--- src/rtl/bcd_time_pkg.sv ---
// Shared encodings and the two-digit BCD type for the alarm clock time keeper.
// No logic; no latency; no backpressure.
package bcd_time_pkg;

    typedef enum logic [1:0] {
        MODE_RUN       = 2'd0,
        MODE_SET_TIME  = 2'd1,
        MODE_SET_ALARM = 2'd2
    } mode_t;

    typedef enum logic [1:0] {
        FIELD_HOUR = 2'd0,
        FIELD_MIN  = 2'd1,
        FIELD_SEC  = 2'd2
    } field_t;

    localparam int HOUR_MAX = 23;
    localparam int MIN_MAX  = 59;
    localparam int SEC_MAX  = 59;

    typedef struct packed {
        logic [3:0] tens;
        logic [3:0] units;
    } bcd2_t;

    function automatic bcd2_t to_bcd2(input int unsigned v);
        bcd2_t r;
        r.tens  = 4'(v / 10);
        r.units = 4'(v % 10);
        return r;
    endfunction

endpackage

--- src/rtl/bcd_wrap_counter.sv ---
// Two-digit BCD counter wrapping MAX_VAL -> 00; carry flags an increment that wraps.
// Latency: value updates on the edge where inc is high. Backpressure: none, inc always accepted.
module bcd_wrap_counter
    import bcd_time_pkg::*;
#(
    parameter int MAX_VAL = 59
) (
    input  logic  clk,
    input  logic  rst,
    input  logic  inc,
    output bcd2_t value,
    output logic  carry
);

    localparam bcd2_t MAX_BCD = to_bcd2(MAX_VAL);

    assign carry = inc && (value == MAX_BCD);

    always_ff @(posedge clk or posedge rst) begin
        if (rst) begin
            value <= '0;
        end else if (inc) begin
            if (value == MAX_BCD) begin
                value <= '0;
            end else if (value.units == 4'd9) begin
                value.tens  <= value.tens + 4'd1;
                value.units <= 4'd0;
            end else begin
                value.units <= value.units + 4'd1;
            end
        end
    end

endmodule

--- src/rtl/bcd_time_keeper.sv ---
// Time-of-day and alarm keeper producing hh:mm:ss BCD digits, mode/field state and a timed alarm.
// Latency: internal state moves on the tick/key edge, digit outputs one cycle later. Backpressure: none.
module bcd_time_keeper
    import bcd_time_pkg::*;
#(
    parameter int CLK_FREQ   = 50_000_000,
    parameter int ALARM_SECS = 30
) (
    input  logic       clk,
    input  logic       rst,
    input  logic       mode_key,
    input  logic       sel_key,
    input  logic       inc_key,
    input  logic       alarm_ack,
    output logic [3:0] data5,
    output logic [3:0] data4,
    output logic [3:0] data3,
    output logic [3:0] data2,
    output logic [3:0] data1,
    output logic [3:0] data0,
    output logic       sec_tick,
    output logic [1:0] mode,
    output logic [1:0] field_sel,
    output logic       alarm_on
);

    localparam int PW = (CLK_FREQ > 1) ? $clog2(CLK_FREQ) : 1;
    localparam int RW = ($clog2(ALARM_SECS + 1) > 0) ? $clog2(ALARM_SECS + 1) : 1;
    localparam logic [PW-1:0] PRESC_MAX = PW'(CLK_FREQ - 1);
    localparam logic [RW-1:0] RING_LOAD = RW'(ALARM_SECS);

    mode_t         mode_q, mode_d;
    field_t        field_q, field_d;
    logic [PW-1:0] presc_q;
    logic [RW-1:0] ring_q;
    logic          armed_q;
    logic          tick_now, inc_act, set_time, set_alarm, ring_start;

    bcd2_t t_hr, t_min, t_sec, a_hr, a_min, a_sec;
    bcd2_t src_hr, src_min, src_sec;
    logic  t_sec_c, t_min_c, t_hr_c, a_hr_c, a_min_c, a_sec_c;
    logic  unused_carry;

    assign set_time  = (mode_q == MODE_SET_TIME);
    assign set_alarm = (mode_q == MODE_SET_ALARM);

    // Only the highest-priority key acts; sel/inc do nothing in RUN.
    always_comb begin
        mode_d  = mode_q;
        field_d = field_q;
        inc_act = 1'b0;
        if (mode_key) begin
            field_d = FIELD_HOUR;
            case (mode_q)
                MODE_RUN:      mode_d = MODE_SET_TIME;
                MODE_SET_TIME: mode_d = MODE_SET_ALARM;
                default:       mode_d = MODE_RUN;
            endcase
        end else if (mode_q != MODE_RUN) begin
            if (sel_key) begin
                case (field_q)
                    FIELD_HOUR: field_d = FIELD_MIN;
                    FIELD_MIN:  field_d = FIELD_SEC;
                    default:    field_d = FIELD_HOUR;
                endcase
            end else if (inc_key) begin
                inc_act = 1'b1;
            end
        end
    end

    always_ff @(posedge clk or posedge rst) begin
        if (rst) begin
            mode_q  <= MODE_RUN;
            field_q <= FIELD_HOUR;
            armed_q <= 1'b0;
        end else begin
            mode_q  <= mode_d;
            field_q <= field_d;
            if (mode_key && set_alarm)
                armed_q <= 1'b1;
        end
    end

    // Prescaler is parked at 0 while setting time so the next second starts whole.
    assign tick_now = !set_time && (presc_q == PRESC_MAX);

    always_ff @(posedge clk or posedge rst) begin
        if (rst)
            presc_q <= '0;
        else if (set_time || mode_d == MODE_SET_TIME || presc_q == PRESC_MAX)
            presc_q <= '0;
        else
            presc_q <= presc_q + PW'(1);
    end

    // Carries chain only on the real tick; key increments never ripple.
    bcd_wrap_counter #(.MAX_VAL(SEC_MAX)) u_t_sec (
        .clk(clk), .rst(rst),
        .inc(tick_now || (inc_act && set_time && field_q == FIELD_SEC)),
        .value(t_sec), .carry(t_sec_c)
    );
    bcd_wrap_counter #(.MAX_VAL(MIN_MAX)) u_t_min (
        .clk(clk), .rst(rst),
        .inc((tick_now && t_sec_c) || (inc_act && set_time && field_q == FIELD_MIN)),
        .value(t_min), .carry(t_min_c)
    );
    bcd_wrap_counter #(.MAX_VAL(HOUR_MAX)) u_t_hr (
        .clk(clk), .rst(rst),
        .inc((tick_now && t_min_c) || (inc_act && set_time && field_q == FIELD_HOUR)),
        .value(t_hr), .carry(t_hr_c)
    );

    bcd_wrap_counter #(.MAX_VAL(SEC_MAX)) u_a_sec (
        .clk(clk), .rst(rst),
        .inc(inc_act && set_alarm && field_q == FIELD_SEC),
        .value(a_sec), .carry(a_sec_c)
    );
    bcd_wrap_counter #(.MAX_VAL(MIN_MAX)) u_a_min (
        .clk(clk), .rst(rst),
        .inc(inc_act && set_alarm && field_q == FIELD_MIN),
        .value(a_min), .carry(a_min_c)
    );
    bcd_wrap_counter #(.MAX_VAL(HOUR_MAX)) u_a_hr (
        .clk(clk), .rst(rst),
        .inc(inc_act && set_alarm && field_q == FIELD_HOUR),
        .value(a_hr), .carry(a_hr_c)
    );

    assign unused_carry = ^{t_hr_c, a_hr_c, a_min_c, a_sec_c};

    // sec_tick is high the cycle after the counters advanced, so the compare sees the new time.
    assign ring_start = sec_tick && armed_q && !set_time
                        && ({t_hr, t_min, t_sec} == {a_hr, a_min, a_sec});

    always_ff @(posedge clk or posedge rst) begin
        if (rst) begin
            alarm_on <= 1'b0;
            ring_q   <= '0;
        end else if (alarm_ack) begin
            alarm_on <= 1'b0;
            ring_q   <= '0;
        end else if (ring_start) begin
            alarm_on <= 1'b1;
            ring_q   <= RING_LOAD;
        end else if (sec_tick && alarm_on) begin
            if (ring_q <= RW'(1)) begin
                alarm_on <= 1'b0;
                ring_q   <= '0;
            end else begin
                ring_q <= ring_q - RW'(1);
            end
        end
    end

    assign src_hr  = set_alarm ? a_hr  : t_hr;
    assign src_min = set_alarm ? a_min : t_min;
    assign src_sec = set_alarm ? a_sec : t_sec;

    always_ff @(posedge clk or posedge rst) begin
        if (rst) begin
            sec_tick <= 1'b0;
            data5    <= 4'd0;
            data4    <= 4'd0;
            data3    <= 4'd0;
            data2    <= 4'd0;
            data1    <= 4'd0;
            data0    <= 4'd0;
        end else begin
            sec_tick <= tick_now;
            data5    <= src_hr.tens;
            data4    <= src_hr.units;
            data3    <= src_min.tens;
            data2    <= src_min.units;
            data1    <= src_sec.tens;
            data0    <= src_sec.units;
        end
    end

    assign mode      = mode_q;
    assign field_sel = field_q;

endmodule

--- config.mk ---
export PLATFORM = sky130hd
export DESIGN_NAME = bcd_time_keeper
export DESIGN_NICKNAME = d
export VERILOG_FILES = /design/src/rtl/bcd_time_pkg.sv /design/src/rtl/bcd_wrap_counter.sv /design/src/rtl/bcd_time_keeper.sv
export SDC_FILE = /design/constraint.sdc
export NUM_CORES = 1
export LEC_CHECK = 0
export BUFFER_PORTS_ARGS = -buffer_cell sky130_fd_sc_hd__buf_4
export CAP_MARGIN = 10
export CORE_MARGIN = 5
export CORE_UTILIZATION = 64
export CTS_CLUSTER_SIZE = 16
export DETAILED_ROUTE_END_ITERATION = 6
export PLACE_DENSITY_LB_ADDON = 0.08
export SYNTH_ARGS = -nofsm -noshare
export SYNTH_HDL_FRONTEND = slang
export SYNTH_SLANG_ARGS = --single-unit
--- constraint.sdc ---
create_clock -name clk -period 9.95 [get_ports clk]
set_input_delay 1.4925 -clock clk [delete_from_list [all_inputs] [get_ports clk]]
set_output_delay 1.4925 -clock clk [all_outputs]
set_load 0.005 [all_outputs]
# Yosys cells after proc, flatten, opt, wreduce, memory -nomap -nowiden
# Cells that the tools add are included.
dict set report op_classes {
  n_mul 0
  add_sub_neg 14
  reduce_logical 45
  shift 0
  bitwise_logic 0
  muxes 40
  n_div 0
  eq_ne 19
  magnitude_cmp 1
}
# cell n
set ops {}
lappend ops {{$mux W8} 9}
lappend ops {{$add A4 B1 Y4 const B} 12}
lappend ops {{$mux W4} 12}
lappend ops {{$eq A8 B7 Y1 const B} 4}
lappend ops {{$add A26 B1 Y26 const B} 1}
lappend ops {{$eq A26 B26 Y1 const B} 1}
lappend ops {{$mux W26} 1}
lappend ops {{$eq A24 B24 Y1} 1}
lappend ops {{$eq A4 B4 Y1 const B} 6}
lappend ops {{$mux W5} 4}
lappend ops {{$logic_and A1 B1 Y1} 18}
lappend ops {{$reduce_bool A2 Y1} 9}
lappend ops {{$eq A8 B6 Y1 const B} 2}
lappend ops {{$reduce_and A2 Y1} 8}
lappend ops {{$mux W1} 8}
lappend ops {{$mux W2} 4}
lappend ops {{$pmux W2 S2} 2}
lappend ops {{$eq A2 B1 Y1 const B} 3}
lappend ops {{$reduce_bool A3 Y1} 2}
lappend ops {{$le A5 B1 Y1 const B} 1}
lappend ops {{$logic_or A1 B1 Y1} 5}
lappend ops {{$sub A5 B1 Y5 const B} 1}
lappend ops {{$eq A2 B2 Y1 const B} 2}
lappend ops {{$logic_not A2 Y1} 2}
lappend ops {{$logic_not A1 Y1} 1}
dict set report word_totals {
  ramBits 0
  register_bits 110
  wordCells 144
  out_inout_bits 30
  input_bits 6
  latch_bits 0
  mem_bits_ro 0
  mem_count 0
}

# Depth between registers and ports, before layout
dict set report depth {
  word_depth 14
  depth_mapped 9
  mapped_depth_nobuf 7
}

# Cells and area by module
# A second synthesis with hierarchy kept.
dict set report unflattened {
  hier_cells 568
  area_unflattened_um2 5893.2
}
# module cells_per_inst area_each_um2 n_inst seq_area_each_um2
set modules_own_cells {}
lappend modules_own_cells {bcd_time_keeper 296 3160.5 1 1551.5}
lappend modules_own_cells {{bcd_wrap_counter (u_a_min ...)} 48 470.5 4 200.2}
lappend modules_own_cells {{bcd_wrap_counter (u_a_hr ...)} 40 425.4 2 200.2}

# Worst setup path after synthesis
# No wires, ideal clock.
dict set report synth_path {
  path_type {input -> register}
  startpoint {input mode_key}
  endpoint {register u_t_hr.value[5] in the netlist's numbering}
  arrival_time_ns 3.087
  slack_ns 6.738
  setup_ns 0.125
  cell_stages 6
  n_path_buf 1
  required_ns 9.825
  path_cell_list {buf_2 or3b_2 or3_1 a2bb2oi_1 o211a_1 mux2_2}
}
dict set report synth_via {
  elab_chain_cells 11
  word_cells_on_any_way 13
  cone_classes {mux (1); reduce/logical (12)}
}
# element line
set synth_lines {}
lappend synth_lines {{from (decl)} bcd_time_keeper.sv:11} ;# input logic mode_key,
lappend synth_lines {{$mux W1 (*)} bcd_time_keeper.sv:52} ;# if (mode_key) begin
lappend synth_lines {{$logic_and A1 B1 Y1 (*)} {bcd_time_keeper.sv:100, bcd_time_keeper.sv:105, bcd_time_keeper.sv:110}}
lappend synth_lines {{$logic_and A1 B1 Y1} bcd_time_keeper.sv:100} ;# .inc(tick_now || (inc_act && set_time && field_q == FIELD_SEC)),
lappend synth_lines {{$logic_or A1 B1 Y1} bcd_time_keeper.sv:100}
lappend synth_lines {{$logic_and A1 B1 Y1} bcd_wrap_counter.sv:17} ;# assign carry = inc && (value == MAX_BCD);
lappend synth_lines {{$logic_and A1 B1 Y1} bcd_time_keeper.sv:105} ;# .inc((tick_now && t_sec_c) || (inc_act && set_time && field_q == FIELD_MIN)),
lappend synth_lines {{$logic_or A1 B1 Y1} bcd_time_keeper.sv:105}
lappend synth_lines {{$logic_and A1 B1 Y1} bcd_wrap_counter.sv:17}
lappend synth_lines {{$logic_and A1 B1 Y1} bcd_time_keeper.sv:110} ;# .inc((tick_now && t_min_c) || (inc_act && set_time && field_q == FIELD_HOUR)),
lappend synth_lines {{$logic_or A1 B1 Y1 (*)} bcd_time_keeper.sv:110}
lappend synth_lines {{$reduce_and A2 Y1 (no line) (*)} -}
lappend synth_lines {{to (decl)} bcd_wrap_counter.sv:11} ;# output bcd2_t value,
# Every way passes the cells marked *; elsewhere a longest branch is shown, timed or not.
# A chain may end at the register's enable or synchronous reset.

# Final worst setup path
dict set report layout_path {
  startpoint {input mode_key}
  endpoint {register u_a_sec.value[7] in the netlist's numbering}
}
dict set report layout_via {
  elab_chain_cells 4
}
# element line
set layout_lines {}
lappend layout_lines {{$mux W1} bcd_time_keeper.sv:52}
lappend layout_lines {{$logic_and A1 B1 Y1 (2 in series)} bcd_time_keeper.sv:116} ;# .inc(inc_act && set_alarm && field_q == FIELD_SEC),
lappend layout_lines {{$reduce_and A2 Y1 (no line)} -}
lappend layout_lines {{to (decl)} bcd_wrap_counter.sv:11}
# No other way between the ends.

==> run summary <==
Average cell area after synthesis: 9.43 sq um
Number of H-tree branching levels: 3
CTS Buf Count: 9
Internal reg-to-reg setup slack: 7.35 ns
Via count of the first global-routing pass: 4601
Final core occ: 71.1%
Total nets after synthesis: 664
Routed Wire Length: 12900 um
Element type at the critical path start: input pin
Clock Root Buffer: sky130_fd_sc_hd__clkbuf_8
Time the final worst path needs with I/O delays and setup: 3.00 ns
HPWL after detailed placement: 9070 um
Layout area overhead: 9.25%
Count of unique library cells instantiated by Yosys: 60
Starting Density: 65.0%
Classification of the worst-slack hold path: flip-flop to flip-flop
Placer's final routability congestion estimate: 0.874
PostCTS Resize Cnt: 0
Clock group share of total power: 28.3%
Cell internal pwr: 0.764 mW
Net switching power: 0.357 mW
Post-DRT Antenna Nets: 0
DIE AREA: 11300 sq um
Share of cells above drive strength 1: 12.1%
Final period util: 30.2%
Post-CTS Repair Setup Buffers: 0
Vias per cell: 6.05
Largest fanout on the critical path: 8
Max Clk Rate: 0.333 GHz
GRT Util Overall: 24.5%
Number of placed instances with taps included: 756
Part of the total power dissipated in combinational logic: 22.3%
Bufs on Longest Clock Path: 2
Max-cap violations: 0
Sequential cell area: 2750 sq um
Routed vias: 4667
Drt initial violations: 255
Multi-input gate area in the final layout: 2990 sq um
Critical path endpoint category: flip-flop
Result of the run: completed
Static leakage: 3.06 nW
First-pass GRT wire length: 22200 um
Maximum number of pins on one net before global-route repair: 64
Clk slew on worst S/H paths: 0.10 ns
Max-slew violation count: 0
FFs w/ async S/R, synth: 100%
Worst Tran Pin Value: 0.871 ns
Peak supply drop: 0.000134 V
Row count: 35
#FFs+latches synth: 110
Setup tns final: 0 ns
Total congestion overflow: 0
Power per cell area: 172 nW/um^2
Number of remaining DRC errors: 0
Hold-fix buffers at CTS: 0
Most used DFF post-synth: sky130_fd_sc_hd__dfrtp_1
RSZ-0062 raised after global routing: false
Worst-Skew Late Latency: 0.39 ns
Core Area: 9150 sq um
Worst relative slew slack: 41.9%
Total I/O pin count: 36
Critical path class: input pin to flip-flop
Vertical die dimension: 106 um
Part of the total power dissipated in sequential elements: 49.3%
Count of port buffers added during placement: 35
Detailed-routing iteration count for the pre-antenna-repair pass: 5
Final Non-Filler Cells: 772
Count of nets after finishing: 689
Crit path DAT: 3.33 ns
Clock tree from TritonCTS: yes
Total standard cell area after synthesis: 5950 sq um
Antenna violations before repair: 0
Number of enable flip-flop cells after synthesis: 0
Final count of hold timing violations: 0
Cells after Synth: 631
Total design power: 1.12 mW
Yosys synthesis warning count: 0
Sequential-to-total area share from yosys stat: 46.2%
DIE WIDTH: 106 um
Sink Count: 110
Final setup skew: 0.0136 ns
Number of filler instances in the final layout: 707
Setup-violating endpoint count in the final report: 0
Worst hold slack across all endpoints: 0.497 ns
Diodes inserted: 0
Critical path required time: 10.28 ns
Switching Fraction: 31.8%
Routed wire per std cell: 16.7 um
## critical path: stages
cell,delay (ns)
sky130_fd_sc_hd__buf_4,0.15
sky130_fd_sc_hd__or3b_2,0.50
sky130_fd_sc_hd__nor2_1,0.34
sky130_fd_sc_hd__nand3_1,0.27
sky130_fd_sc_hd__or4_1,0.52
sky130_fd_sc_hd__nand2_1,0.07
## layout by cell type, fill, tap and decap left out, types with 3 or more instances in the layout
master and n:
sky130_fd_sc_hd__a21o_1 7, sky130_fd_sc_hd__buf_4 38, sky130_fd_sc_hd__o21ai_0 37, sky130_fd_sc_hd__nor2b_1 9, sky130_fd_sc_hd__ha_1 27, sky130_fd_sc_hd__bufinv_16 3
sky130_fd_sc_hd__nor3_1 17, sky130_fd_sc_hd__nand2b_1 4, sky130_fd_sc_hd__mux2i_1 5, sky130_fd_sc_hd__a21oi_1 20, sky130_fd_sc_hd__nand3_1 23, sky130_fd_sc_hd__xor2_1 19
sky130_fd_sc_hd__and4_1 5, sky130_fd_sc_hd__o31ai_1 6, sky130_fd_sc_hd__nor2_1 65, sky130_fd_sc_hd__and3_1 12, sky130_fd_sc_hd__clkbuf_8 9, sky130_fd_sc_hd__nand2_1 81
sky130_fd_sc_hd__nor4_1 13, sky130_fd_sc_hd__and3b_1 5, sky130_fd_sc_hd__o22ai_1 4, sky130_fd_sc_hd__inv_1 26, sky130_fd_sc_hd__dfrtp_1 110, sky130_fd_sc_hd__mux2_2 16
sky130_fd_sc_hd__a22o_1 3, sky130_fd_sc_hd__nand4_1 16, sky130_fd_sc_hd__or3_1 5, sky130_fd_sc_hd__xnor2_1 30
## layout make-up
| cell class | instances | area share, % |
|---|---|---|
| clock buffers | 10 | 1.96 |
| clock inverters | 6 | 1.69 |
| inverters | 27 | 1.60 |
| multi-input cells | 470 | 45.9 |
| flip-flops and latches | 110 | 42.3 |
| well taps | 111 | 2.14 |
| repair buffers | 38 | 4.39 |
## registers in the layout, summed over array words and instances (netlist names), 2 cells and up
signal and count:
u_a_hr.value 8, u_a_min.value 8, u_t_hr.value 8, u_a_sec.value 8, data1 4, u_t_min.value 8, u_t_sec.value 8, ring_q 5
presc_q 26, data0 4, mode 2, data2 4, data4 4, data5 4, data3 4, field_sel 2
## cells by family after synthesis
group,count (synthesis),synth area share [%]
xor+xnor,49,7.21
mux,21,3.87
compound gates,99,10.3
simple gates,274,23.1
fa+ha+maj,27,5.67
buf+inv,51,3.66
flops,110,46.2
## stage by stage
stage / worst slack, ns / cell area (sq um)
after floorplan: 5.56 / 5950
after global placement: 6.65 / 6270
after detailed placement: 6.60 / 6270
after CTS: 7.00 / 6500
after global routing: 6.87 / 6500
final: 6.95 / 6500
## synthesized netlist by cell type, types with 10 or more instances
library cell	count	area, sq um
sky130_fd_sc_hd__o21ai_0	37	185
sky130_fd_sc_hd__a21oi_1	20	100
sky130_fd_sc_hd__ha_1	27	338
sky130_fd_sc_hd__nor4_1	13	81.3
sky130_fd_sc_hd__clkbuf_1	18	67.6
sky130_fd_sc_hd__nand2_1	81	304
sky130_fd_sc_hd__and3_1	12	75.1
sky130_fd_sc_hd__nand4_1	16	100
sky130_fd_sc_hd__xnor2_1	30	263
sky130_fd_sc_hd__nand3_1	23	115
sky130_fd_sc_hd__inv_1	27	101
sky130_fd_sc_hd__mux2_2	16	180
sky130_fd_sc_hd__dfrtp_1	110	2750
sky130_fd_sc_hd__nor3_1	17	85.1
sky130_fd_sc_hd__nor2_1	65	244
sky130_fd_sc_hd__nor2b_1	10	62.6
sky130_fd_sc_hd__xor2_1	19	166
## power groups by stage
stage               clock (mW)  combinational (mW)  sequential [mW]
detailed placement           0               0.252            0.562
CTS                      0.322               0.253            0.553
finish                   0.318               0.250            0.553
global placement             0               0.248            0.560
floorplan                    0               0.164            0.549
global route             0.341               0.284            0.564
## layer usage
layer,track usage (%),share of wire (%),vias to the layer above
met4,8.40,2.0,0
met5,0,0,-
met1,32.8,43,2257
li1,-,-,2245
met3,5.89,6.5,21
met2,39.3,48,144
## worst paths after layout
kind                       startpoint                to  cells after the start
min reg2reg                presc_q[0]        presc_q[0]                      1
max in group asynchronous         rst  u_t_sec.value[4]                      3
min                        presc_q[0]        presc_q[0]                      1
min in group asynchronous         rst        presc_q[4]                      2
max reg2reg                presc_q[0]   u_t_hr.value[1]                      6
max                          mode_key  u_a_sec.value[7]                      6
No activity file was read; power rests on OpenSTA's default activity.
